$ cat src/rtl/assert_tracker_pkg.sv
// Shared types and helpers for the assertion result tracker.
// Optional feature macro: ASSERT_TRACKER_TIMEOUT_EN (per-channel active-run timeout).
package assert_tracker_pkg;

    // Widest counter the saturating helper can handle
    localparam int MAX_CNT_W     = 32;
    // Default width of the per-channel pass/fail counters
    localparam int DEFAULT_CNT_W = 16;

    // Per-channel monitor state
    typedef enum logic [1:0] {
        MON_IDLE   = 2'd0,
        MON_ACTIVE = 2'd1,
        MON_DONE   = 2'd2
    } mon_state_e;

    // Increment val by one, holding at max_val instead of wrapping
    function automatic logic [MAX_CNT_W-1:0] sat_inc(
        input logic [MAX_CNT_W-1:0] val,
        input logic [MAX_CNT_W-1:0] max_val
    );
        logic [MAX_CNT_W-1:0] res;
        if (val >= max_val) begin
            res = max_val;
        end else begin
            res = val + 32'd1;
        end
        return res;
    endfunction

endpackage

$ cat src/rtl/assert_chan_tracker.sv
// One checker channel: edge detection of the terminal levels, evaluation FSM,
// saturating pass/fail counters and, with ASSERT_TRACKER_TIMEOUT_EN, an
// active-run timeout that is reported as a fail.
module assert_chan_tracker
    import assert_tracker_pkg::*;
#(
    parameter int CNT_W   = DEFAULT_CNT_W,
    parameter int TIMEOUT = 64
) (
    input  logic             clk,
    input  logic             rst_n,
    input  logic             clear,
    input  logic             pass,
    input  logic             fail,
    input  logic             active,
    output logic             pass_evt,
    output logic             fail_evt,
    output logic [CNT_W-1:0] pass_cnt,
    output logic [CNT_W-1:0] fail_cnt
);

    localparam logic [MAX_CNT_W-1:0] CNT_MAX = MAX_CNT_W'((64'd1 << CNT_W) - 64'd1);

    mon_state_e       state_r;
    mon_state_e       state_n;
    logic             pass_q_r;
    logic             fail_q_r;
    logic [CNT_W-1:0] pass_cnt_r;
    logic [CNT_W-1:0] fail_cnt_r;
    logic             rise_pass_s;
    logic             rise_fail_s;
    logic             evt_s;
    logic             timeout_s;
    logic             done_exit_s;

    assign rise_pass_s = pass & ~pass_q_r;
    assign rise_fail_s = fail & ~fail_q_r;
    assign evt_s       = rise_pass_s | rise_fail_s;

    // A pass that coincides with a high fail level is reported as a fail only;
    // clear drops any event of its own cycle.
    assign pass_evt = ~clear & rise_pass_s & ~fail;
    assign fail_evt = ~clear & (rise_fail_s | timeout_s);

    assign pass_cnt = pass_cnt_r;
    assign fail_cnt = fail_cnt_r;

`ifdef ASSERT_TRACKER_TIMEOUT_EN
    localparam int RUN_W = $clog2(TIMEOUT + 1);

    logic [RUN_W-1:0] run_r;
    logic             to_r;

    // The run count includes the IDLE cycle that started the evaluation
    assign timeout_s   = (state_r == MON_ACTIVE) && active && !evt_s &&
                         (run_r == RUN_W'(TIMEOUT - 1));
    // After a timeout the channel waits for active to drop before re-arming
    assign done_exit_s = ~to_r | ~active;

    // Count consecutive active cycles of an open evaluation
    always_ff @(posedge clk or negedge rst_n) begin
        if (!rst_n) begin
            run_r <= '0;
        end else if (clear || evt_s || timeout_s) begin
            run_r <= '0;
        end else if (state_r == MON_DONE || !active) begin
            run_r <= '0;
        end else begin
            run_r <= run_r + RUN_W'(1);
        end
    end

    // Remember that the current DONE phase was entered through a timeout
    always_ff @(posedge clk or negedge rst_n) begin
        if (!rst_n) begin
            to_r <= 1'b0;
        end else if (clear) begin
            to_r <= 1'b0;
        end else if (timeout_s) begin
            to_r <= 1'b1;
        end else if (evt_s || (state_r == MON_DONE && state_n == MON_IDLE)) begin
            to_r <= 1'b0;
        end else begin
            to_r <= to_r;
        end
    end
`else
    assign timeout_s   = 1'b0;
    assign done_exit_s = 1'b1;
`endif

    // Edge registers track the levels continuously, clear included
    always_ff @(posedge clk or negedge rst_n) begin
        if (!rst_n) begin
            pass_q_r <= 1'b0;
            fail_q_r <= 1'b0;
        end else begin
            pass_q_r <= pass;
            fail_q_r <= fail;
        end
    end

    // Evaluation FSM next-state logic
    always_comb begin
        state_n = state_r;
        case (state_r)
            MON_IDLE: begin
                if (evt_s) begin
                    state_n = MON_DONE;
                end else if (active) begin
                    state_n = MON_ACTIVE;
                end else begin
                    state_n = MON_IDLE;
                end
            end
            MON_ACTIVE: begin
                if (evt_s || timeout_s) begin
                    state_n = MON_DONE;
                end else if (active) begin
                    state_n = MON_ACTIVE;
                end else begin
                    state_n = MON_IDLE;
                end
            end
            MON_DONE: begin
                if (evt_s) begin
                    state_n = MON_DONE;
                end else if (!pass && !fail && done_exit_s) begin
                    state_n = MON_IDLE;
                end else begin
                    state_n = MON_DONE;
                end
            end
            default: begin
                state_n = MON_IDLE;
            end
        endcase
    end

    // Evaluation FSM state register
    always_ff @(posedge clk or negedge rst_n) begin
        if (!rst_n) begin
            state_r <= MON_IDLE;
        end else if (clear) begin
            state_r <= MON_IDLE;
        end else begin
            state_r <= state_n;
        end
    end

    // Saturating pass/fail counters
    always_ff @(posedge clk or negedge rst_n) begin
        if (!rst_n) begin
            pass_cnt_r <= '0;
            fail_cnt_r <= '0;
        end else if (clear) begin
            pass_cnt_r <= '0;
            fail_cnt_r <= '0;
        end else begin
            if (pass_evt) begin
                pass_cnt_r <= CNT_W'(sat_inc(MAX_CNT_W'(pass_cnt_r), CNT_MAX));
            end else begin
                pass_cnt_r <= pass_cnt_r;
            end
            if (fail_evt) begin
                fail_cnt_r <= CNT_W'(sat_inc(MAX_CNT_W'(fail_cnt_r), CNT_MAX));
            end else begin
                fail_cnt_r <= fail_cnt_r;
            end
        end
    end

endmodule

$ cat src/rtl/assert_result_tracker.sv
// Collects assertion results from NUM_CHK checker FSMs: per-channel statistics,
// first-failure record, sticky fail/protocol flags and a channel readout mux.
// Optional feature macro: ASSERT_TRACKER_TIMEOUT_EN (forwarded to every channel).
module assert_result_tracker
    import assert_tracker_pkg::*;
#(
    parameter int NUM_CHK = 4,
    parameter int CNT_W   = DEFAULT_CNT_W,
    parameter int TS_W    = 32,
    parameter int TIMEOUT = 64,
    localparam int SEL_W  = (NUM_CHK > 1) ? $clog2(NUM_CHK) : 1
) (
    input  logic               clk,
    input  logic               rst_n,
    input  logic [NUM_CHK-1:0] chk_pass,
    input  logic [NUM_CHK-1:0] chk_fail,
    input  logic [NUM_CHK-1:0] chk_active,
    input  logic               clear,
    input  logic [SEL_W-1:0]   rd_sel,
    output logic [CNT_W-1:0]   rd_pass_cnt,
    output logic [CNT_W-1:0]   rd_fail_cnt,
    output logic               any_fail,
    output logic               first_fail_valid,
    output logic [SEL_W-1:0]   first_fail_idx,
    output logic [TS_W-1:0]    first_fail_time,
    output logic               proto_err
);

    logic [CNT_W-1:0]   pass_cnt_s [NUM_CHK];
    logic [CNT_W-1:0]   fail_cnt_s [NUM_CHK];
    logic [NUM_CHK-1:0] fail_evt_s;
    logic               any_fail_evt_s;
    logic [SEL_W-1:0]   low_idx_s;
    logic [TS_W-1:0]    ts_r;
    logic               any_fail_r;
    logic               ff_valid_r;
    logic [SEL_W-1:0]   ff_idx_r;
    logic [TS_W-1:0]    ff_time_r;
    logic               proto_err_r;

    for (genvar g = 0; g < NUM_CHK; g++) begin : g_chan
        assert_chan_tracker #(
            .CNT_W   (CNT_W),
            .TIMEOUT (TIMEOUT)
        ) u_chan (
            .clk      (clk),
            .rst_n    (rst_n),
            .clear    (clear),
            .pass     (chk_pass[g]),
            .fail     (chk_fail[g]),
            .active   (chk_active[g]),
            .pass_evt (),
            .fail_evt (fail_evt_s[g]),
            .pass_cnt (pass_cnt_s[g]),
            .fail_cnt (fail_cnt_s[g])
        );
    end

    // Free-running cycle timestamp, untouched by clear
    always_ff @(posedge clk or negedge rst_n) begin
        if (!rst_n) begin
            ts_r <= '0;
        end else begin
            ts_r <= ts_r + TS_W'(1);
        end
    end

    // Lowest-index fail event wins the first-failure record
    always_comb begin
        any_fail_evt_s = |fail_evt_s;
        low_idx_s      = '0;
        for (int i = NUM_CHK - 1; i >= 0; i--) begin
            low_idx_s = fail_evt_s[i] ? SEL_W'(i) : low_idx_s;
        end
    end

    // Sticky flags and first-failure capture; fail_evt_s is already masked by clear
    always_ff @(posedge clk or negedge rst_n) begin
        if (!rst_n) begin
            any_fail_r  <= 1'b0;
            ff_valid_r  <= 1'b0;
            ff_idx_r    <= '0;
            ff_time_r   <= '0;
            proto_err_r <= 1'b0;
        end else if (clear) begin
            any_fail_r  <= 1'b0;
            ff_valid_r  <= 1'b0;
            ff_idx_r    <= '0;
            ff_time_r   <= '0;
            proto_err_r <= 1'b0;
        end else begin
            any_fail_r  <= any_fail_r | any_fail_evt_s;
            proto_err_r <= proto_err_r | (|(chk_pass & chk_fail));
            if (any_fail_evt_s && !ff_valid_r) begin
                ff_valid_r <= 1'b1;
                ff_idx_r   <= low_idx_s;
                ff_time_r  <= ts_r;
            end else begin
                ff_valid_r <= ff_valid_r;
                ff_idx_r   <= ff_idx_r;
                ff_time_r  <= ff_time_r;
            end
        end
    end

    // Readout mux; unpopulated channel numbers read as zero
    always_comb begin
        rd_pass_cnt = '0;
        rd_fail_cnt = '0;
        if (32'(rd_sel) < NUM_CHK) begin
            rd_pass_cnt = pass_cnt_s[rd_sel];
            rd_fail_cnt = fail_cnt_s[rd_sel];
        end else begin
            rd_pass_cnt = '0;
            rd_fail_cnt = '0;
        end
    end

    assign any_fail         = any_fail_r;
    assign first_fail_valid = ff_valid_r;
    assign first_fail_idx   = ff_idx_r;
    assign first_fail_time  = ff_time_r;
    assign proto_err        = proto_err_r;

endmodule

$ cat config.mk
export PLATFORM = sky130hd
export DESIGN_NAME = assert_result_tracker
export DESIGN_NICKNAME = d
export VERILOG_FILES = /design/src/rtl/assert_tracker_pkg.sv /design/src/rtl/assert_chan_tracker.sv /design/src/rtl/assert_result_tracker.sv
export SDC_FILE = /design/constraint.sdc
export NUM_CORES = 1
export LEC_CHECK = 0
export CORE_MARGIN = 2
export CORE_UTILIZATION = 25
export CTS_CLUSTER_DIAMETER = 60
export DETAILED_ROUTE_END_ITERATION = 10
export SKIP_CTS_REPAIR_TIMING = 1
export SLEW_MARGIN = 30
export SYNTH_ARGS = -nofsm -noshare
export SYNTH_HDL_FRONTEND = slang
export SYNTH_SLANG_ARGS = --single-unit
$ cat constraint.sdc
create_clock -name clk -period 3.26 [get_ports clk]
set_input_delay 0.489 -clock clk [delete_from_list [all_inputs] [get_ports clk]]
set_output_delay 0.489 -clock clk [all_outputs]
set_load 0.02 [all_outputs]
==> metrics.csv, run 1 <==
metric;value;unit
ys_async_sr_fraction;100;%
fin_skew;0.0249;ns
vias_per_cell;5.19;
grt_pass1_wl;48500;um
p_total;5.85;mW
gp_congestion;0.830;
die_h;212;um
crit_arrival;2.19;ns
portBuffers;81;
worstSetupPathType;input pin to output port;
avgSynthCellArea;9.85;sq um
r2r_start;g_chan[2].u_chan.fail_cnt[5]$_DFFE_PN0P_;
hold_class;input pin to async pin;
reg2reg_to;g_chan[2].u_chan.fail_cnt[10]$_DFFE_PN0P_;
grt_setup_unrepaired;no;
final.period_utilization;82.1;%
maxCapViolCount;0;
failed_checks;negative hold slack;
synth_mux_area_share;7.96;%
ant_nets;0;
synth_simple_gate_area_share;21.7;%
synth_top_area_share;47.2;%
cts-root-buf;clkbuf_16;
grt-ovfl-total;0;
grt_pass1_vias;8880;
ys_types;66;
cts_max_path_buffers;3;
ys_seq_area_share;47.2;%
cts_buffers;26;
syn-num-nets;1129;
path_max_fanout;32;
num_vias;9211;
synth_compound_area_share;16.5;%
ir_drop;0.000389;V
hpwl;20700;um
start_util;25.3;%
p_leak;4.96;nW
synth_edf_count;0;
multiInputGateArea;0.00539;sq mm
syn_to_final_growth;21.4;%
synth_area;0.0109;sq mm
antenna_found_initial;5;
cts_tree;built;
ys_top_cells_by_area;dfrtp_1 (47%), mux4_2 (6.4%), o21ai_0 (5.2%), nand2_1 (3.8%), a21oi_1 (3.0%);
layout.nets;1198;
seq_area;0.00513;sq mm
hold-worst-slack;-0.0293;ns
die_area;0.0451;sq mm
synth_area_leader_cell;dfrtp_1;
diodes;0;
ff2ff_path_depth;4;
endpoint_kind;output port;
power_density;444;mW/mm^2
worst_pin_slew;0.869;ns
core_area;0.0430;sq mm
wl_per_cell;16.8;um
period_minus_slack;2.68;ns
maxSlewHeadroom;42.1;%
status;finished with violations;
clkLatencyLatePin;0.55;ns
r2r_slack;1.06;ns
synth_adder_area_share;1.04;%
drt-initial-drc-count;661;
wirelength;29900;um
hold_viol_final;9;
synthXorXnorAreaFrac;2.42;%
synth_ff_type;dfrtp_1;
syn-instance-count;1103;
clk_pin_slew;0.06;ns
nFillCells;4493;
synth_top_family_by_area;simple AND/OR/NAND/NOR gates;
ys_ff_latch;205;
cp-start-kind;input pin;
finalMaxSlewViolations;0;
drt_first_pass_iters;6;
yosysWarnings;0;
timing.setup.tns;0;ns
grt_max_degree;83;
htreeDepth;1;
boundaryPins;86;
finalSetupViolCount;0;
numClockSinks;205;
dieWidth;212;um
num_rows;76;
drc;0;
final_layout_size_suffix_gt1_share;10.0;%
fmax;0.374;GHz
grt_use_total;13.3;%
cp.required;2.77;ns
layer usage:
metal / global-route usage, % / wire (um)
met5: 0 / 71
met4: 4.34 / 881
met3: 3.10 / 1850
met2: 20.6 / 13400
met1: 18.2 / 13600
placed cells by master (no fill, tap or decap), drive strengths merged, types with 22 or more instances in the layout:
cell type and instances:
nand4 31, nor4 26, and4 24, buf 22
nor2 49, and3 34, a21oi 66, clkbuf 32
a211oi 22, dfrtp 205, clkdlybuf4s50 78, nor3 45
a31oi 48, mux4 32, xnor2 25, o21ai 112
nand2 109, nand3 68
cells by family (layout without fill, tap and decap cells):
| group | Yosys count | in the layout |
|---|---|---|
| AOI/OAI and AO/OA | 297 | 297 |
| xor gates and xnor gates | 30 | 30 |
| adders and majority gates | 9 | 9 |
| buffers and inverters | 80 | 166 |
| DFF | 205 | 205 |
| muxes | 46 | 46 |
| and+or+nand+nor | 436 | 436 |
worst max-delay path: stages:
cell	delay [ns]
clkdlybuf4s50_1	0.51
buf_12	0.21
mux4_1	0.37
clkdlybuf4s50_1	0.57
per-stage QoR:
step           hold slack, ns  utilization [%]  worst slack, ns  cells  cell area, sq um
2_1_floorplan           0.193                -             1.07   1103             10900
3_3_place_gp            0.466             28.7            0.542   1729             12300
3_5_place_dp            0.466             28.7            0.522   1729             12300
4_1_cts                0.0159             30.7            0.585   1774             13200
5_1_grt                0.0365             30.7            0.562   1774             13200
6_report              -0.0293             30.7            0.585   1774             13200
worst max-delay path by stage:
stage,start,slack [ns],end,cells past startpoint
after floorplan,rd_sel[0],1.07,rd_pass_cnt[3],3
after global placement,chk_fail[3],0.54,first_fail_idx[0]$_DFFE_PN0P_,6
after detailed placement,chk_fail[3],0.52,first_fail_idx[0]$_DFFE_PN0P_,6
after CTS,g_chan[0].u_chan.pass_cnt[3]$_DFFE_PN0P_,0.59,rd_pass_cnt[3],2
after global routing,rd_sel[0],0.56,rd_pass_cnt[3],4
final,rd_sel[1],0.58,rd_pass_cnt[3],4
cell type report:
cell class	count	share of cell area, %
sequential	205	38.9
multi-input combinational	818	40.9
tap	585	5.55
timing repair buffer	101	7.53
clock buffer	31	5.08
clock inverter	14	1.47
inverter	20	0.569
flip-flops by register name, summed over array words and instances (netlist names):
name and count:
first_fail_time 32, g_chan.u_chan.fail_cnt 64, g_chan.u_chan.pass_cnt 64, first_fail_valid 1, any_fail 1, g_chan.u_chan.pass_q_r 4
first_fail_idx 2, g_chan.u_chan.fail_q_r 4, proto_err 1, ts_r 32
cells in the mapped netlist, types with 19 or more instances:
cell type  count
nand4_1       30
a21oi_1       66
nor4_1        23
clkbuf_1      43
o21ai_0      112
and4_1        24
a211oi_1      22
nor3_1        43
nand3_1       66
dfrtp_1      205
nand2_1      109
mux4_2        31
inv_1         19
a31oi_1       48
xnor2_1       25
and3_1        31
nor2_1        49
power breakdown:
part	internal (mW)	switching, mW	leakage, nW
Combinational	0.105	0.210	1.73
Sequential	2.57	0.0288	2.81
Clock	1.78	1.16	0.418
Total	4.46	1.40	4.96
Power figures use the tool's default switching activity.
==> run 2: changes to the inputs <==
Clock period 3.26 ns to 2.35 ns, I/O delays scaled along.
==> metrics.csv, run 2 (synthesized netlist as in run 1, its figures left out) <==
metric;value;unit;change
grt_pass1_vias;9290;;+4.6%
portBuffers;81;;unchanged
diodes;0;;unchanged
finalSetupViolCount;0;;unchanged
drt_first_pass_iters;7;;+1
hold_viol_final;0;;-9
finalMaxSlewViolations;0;;unchanged
grt_setup_unrepaired;no;;
path_max_fanout;9;;-72%
cts_buffers;27;;+3.8%
grt_max_degree;67;;-19%
wirelength;31000;um;+3.7%
cts_max_path_buffers;3;;unchanged
core_area;0.0430;sq mm;unchanged
startpoint;g_chan[0].u_chan.fail_cnt[4]$_DFFE_PN0P_;;
stdcell_area;0.0136;sq mm;+3.4%
ir_drop;0.000504;V;+30%
drc;0;;unchanged
clkLatencyLatePin;0.56;ns;about the same
drt-initial-drc-count;616;;-6.8%
num_vias;9362;;+1.6%
cts_tree;built;;
fmax;0.461;GHz;
hold-worst-slack;0.0235;ns;+0.0528 ns
hold_class;input pin to flip-flop;;
final_common_cell;dfrtp_1;;
dieWidth;212;um;unchanged
numClockSinks;205;;unchanged
crit_arrival;1.82;ns;-0.37 ns
cp-start-kind;flip-flop;;
worstSetupPathType;flip-flop to output port;;
maxCapViolCount;0;;unchanged
endpoint_kind;output port;;
worstHoldStart;clear;;
maxSlewHeadroom;42.9;%;+0.82 points
p_leak;5.77;nW;+16%
cts-root-buf;clkbuf_16;;
grt-ovfl-total;0;;unchanged
grt_pass1_wl;50300;um;+3.7%
power_density;624;mW/mm^2;+41%
gp_congestion;0.866;;+4.3%
ant_nets;0;;unchanged
final_layout_size_suffix_gt1_share;12.4;%;+2.4 points
status;completed;;
cp.required;2.00;ns;-0.77 ns
placement.cell_area;0.0126;sq mm;+2.2%
die_h;212;um;unchanged
num_rows;76;;unchanged
die_area;0.0451;sq mm;unchanged
layout_common_cells;dfrtp_1 (205), o21ai_0 (112), nand2_1 (109), nand3_1 (66), a21oi_1 (66);;
vias_per_cell;5.19;;-0.11%
antenna_found_initial;4;;-1
clk_pin_slew;0.06;ns;about the same
nFillCells;4454;;-0.87%
period_minus_slack;2.17;ns;
boundaryPins;86;;unchanged
p_total;8.51;mW;+45%
worst_pin_slew;0.857;ns;-0.0123 ns
layout.nets;1228;;+2.5%
grt_use_total;13.9;%;+0.60 points
fin_skew;0.0295;ns;+0.00458 ns
final.period_utilization;92.3;%;
syn_to_final_growth;25.6;%;
wl_per_cell;17.1;um;+1.9%
htreeDepth;1;;unchanged
hpwl;21700;um;+4.9%
r2r_start;g_chan[0].u_chan.pass_cnt[0]$_DFFE_PN0P_;;
start_util;25.3;%;unchanged
[run 2: layer usage]
layer	part of all wire, %	GRT usage (%)	vias up
li1	-	-	4424
met3	6.6	3.32	60
met5	0.17	0	-
met2	46	22.8	264
met1	44	17.9	4606
met4	2.6	4.56	8
[run 2: worst paths after layout]
path	endpoint	slack (ns)	cells after the start
hold reg to reg	ts_r[31]$_DFF_PN0_	0.48	1
setup reg to reg	g_chan[0].u_chan.pass_cnt[9]$_DFFE_PN0P_	0.32	5
hold / removal	any_fail$_DFF_PN0_	0.02	2
max in group asynchronous	first_fail_time[7]$_DFFE_PN0P_	1.36	3
setup / recovery	rd_fail_cnt[4]	0.18	2
min in group asynchronous	ts_r[7]$_DFF_PN0_	0.38	2
[run 2: area by class of cell]
class / instances / area (sq um) / share of cell area (%)
Clock buffer: 35 / 756 / 5.54
Clock inverter: 12 / 199 / 1.46
Inverter: 20 / 75.1 / 0.550
Multi-Input combinational cell: 818 / 5390 / 39.5
Sequential cell: 205 / 5130 / 37.6
Tap cell: 585 / 732 / 5.37
Timing Repair Buffer: 130 / 1360 / 9.93
[run 2: critical path, stage by stage (launching register included)]
cell	delay, ns
dfrtp_1	0.48
mux4_2	0.53
dlymetal6s2s_1	0.23
[run 2: stage by stage]
stage          worst slack (ns)  instances  TNS [ns]  utilization, %
6_report                  0.182       1805         0            31.7
5_1_grt                   0.117       1805         0            31.7
4_1_cts                  -0.190       1804     -3.46            31.5
3_5_place_dp            -0.0312       1757    -0.147            29.3
3_3_place_gp            -0.0325       1757    -0.138            29.3
2_1_floorplan             0.436       1103         0               -
[run 2: power breakdown]
group          internal [mW]  total [mW]  leakage, nW  switching [mW]
clock                   2.80        4.44        0.468            1.63
combinational          0.168       0.466         2.49           0.298
sequential              3.57        3.61         2.81          0.0412
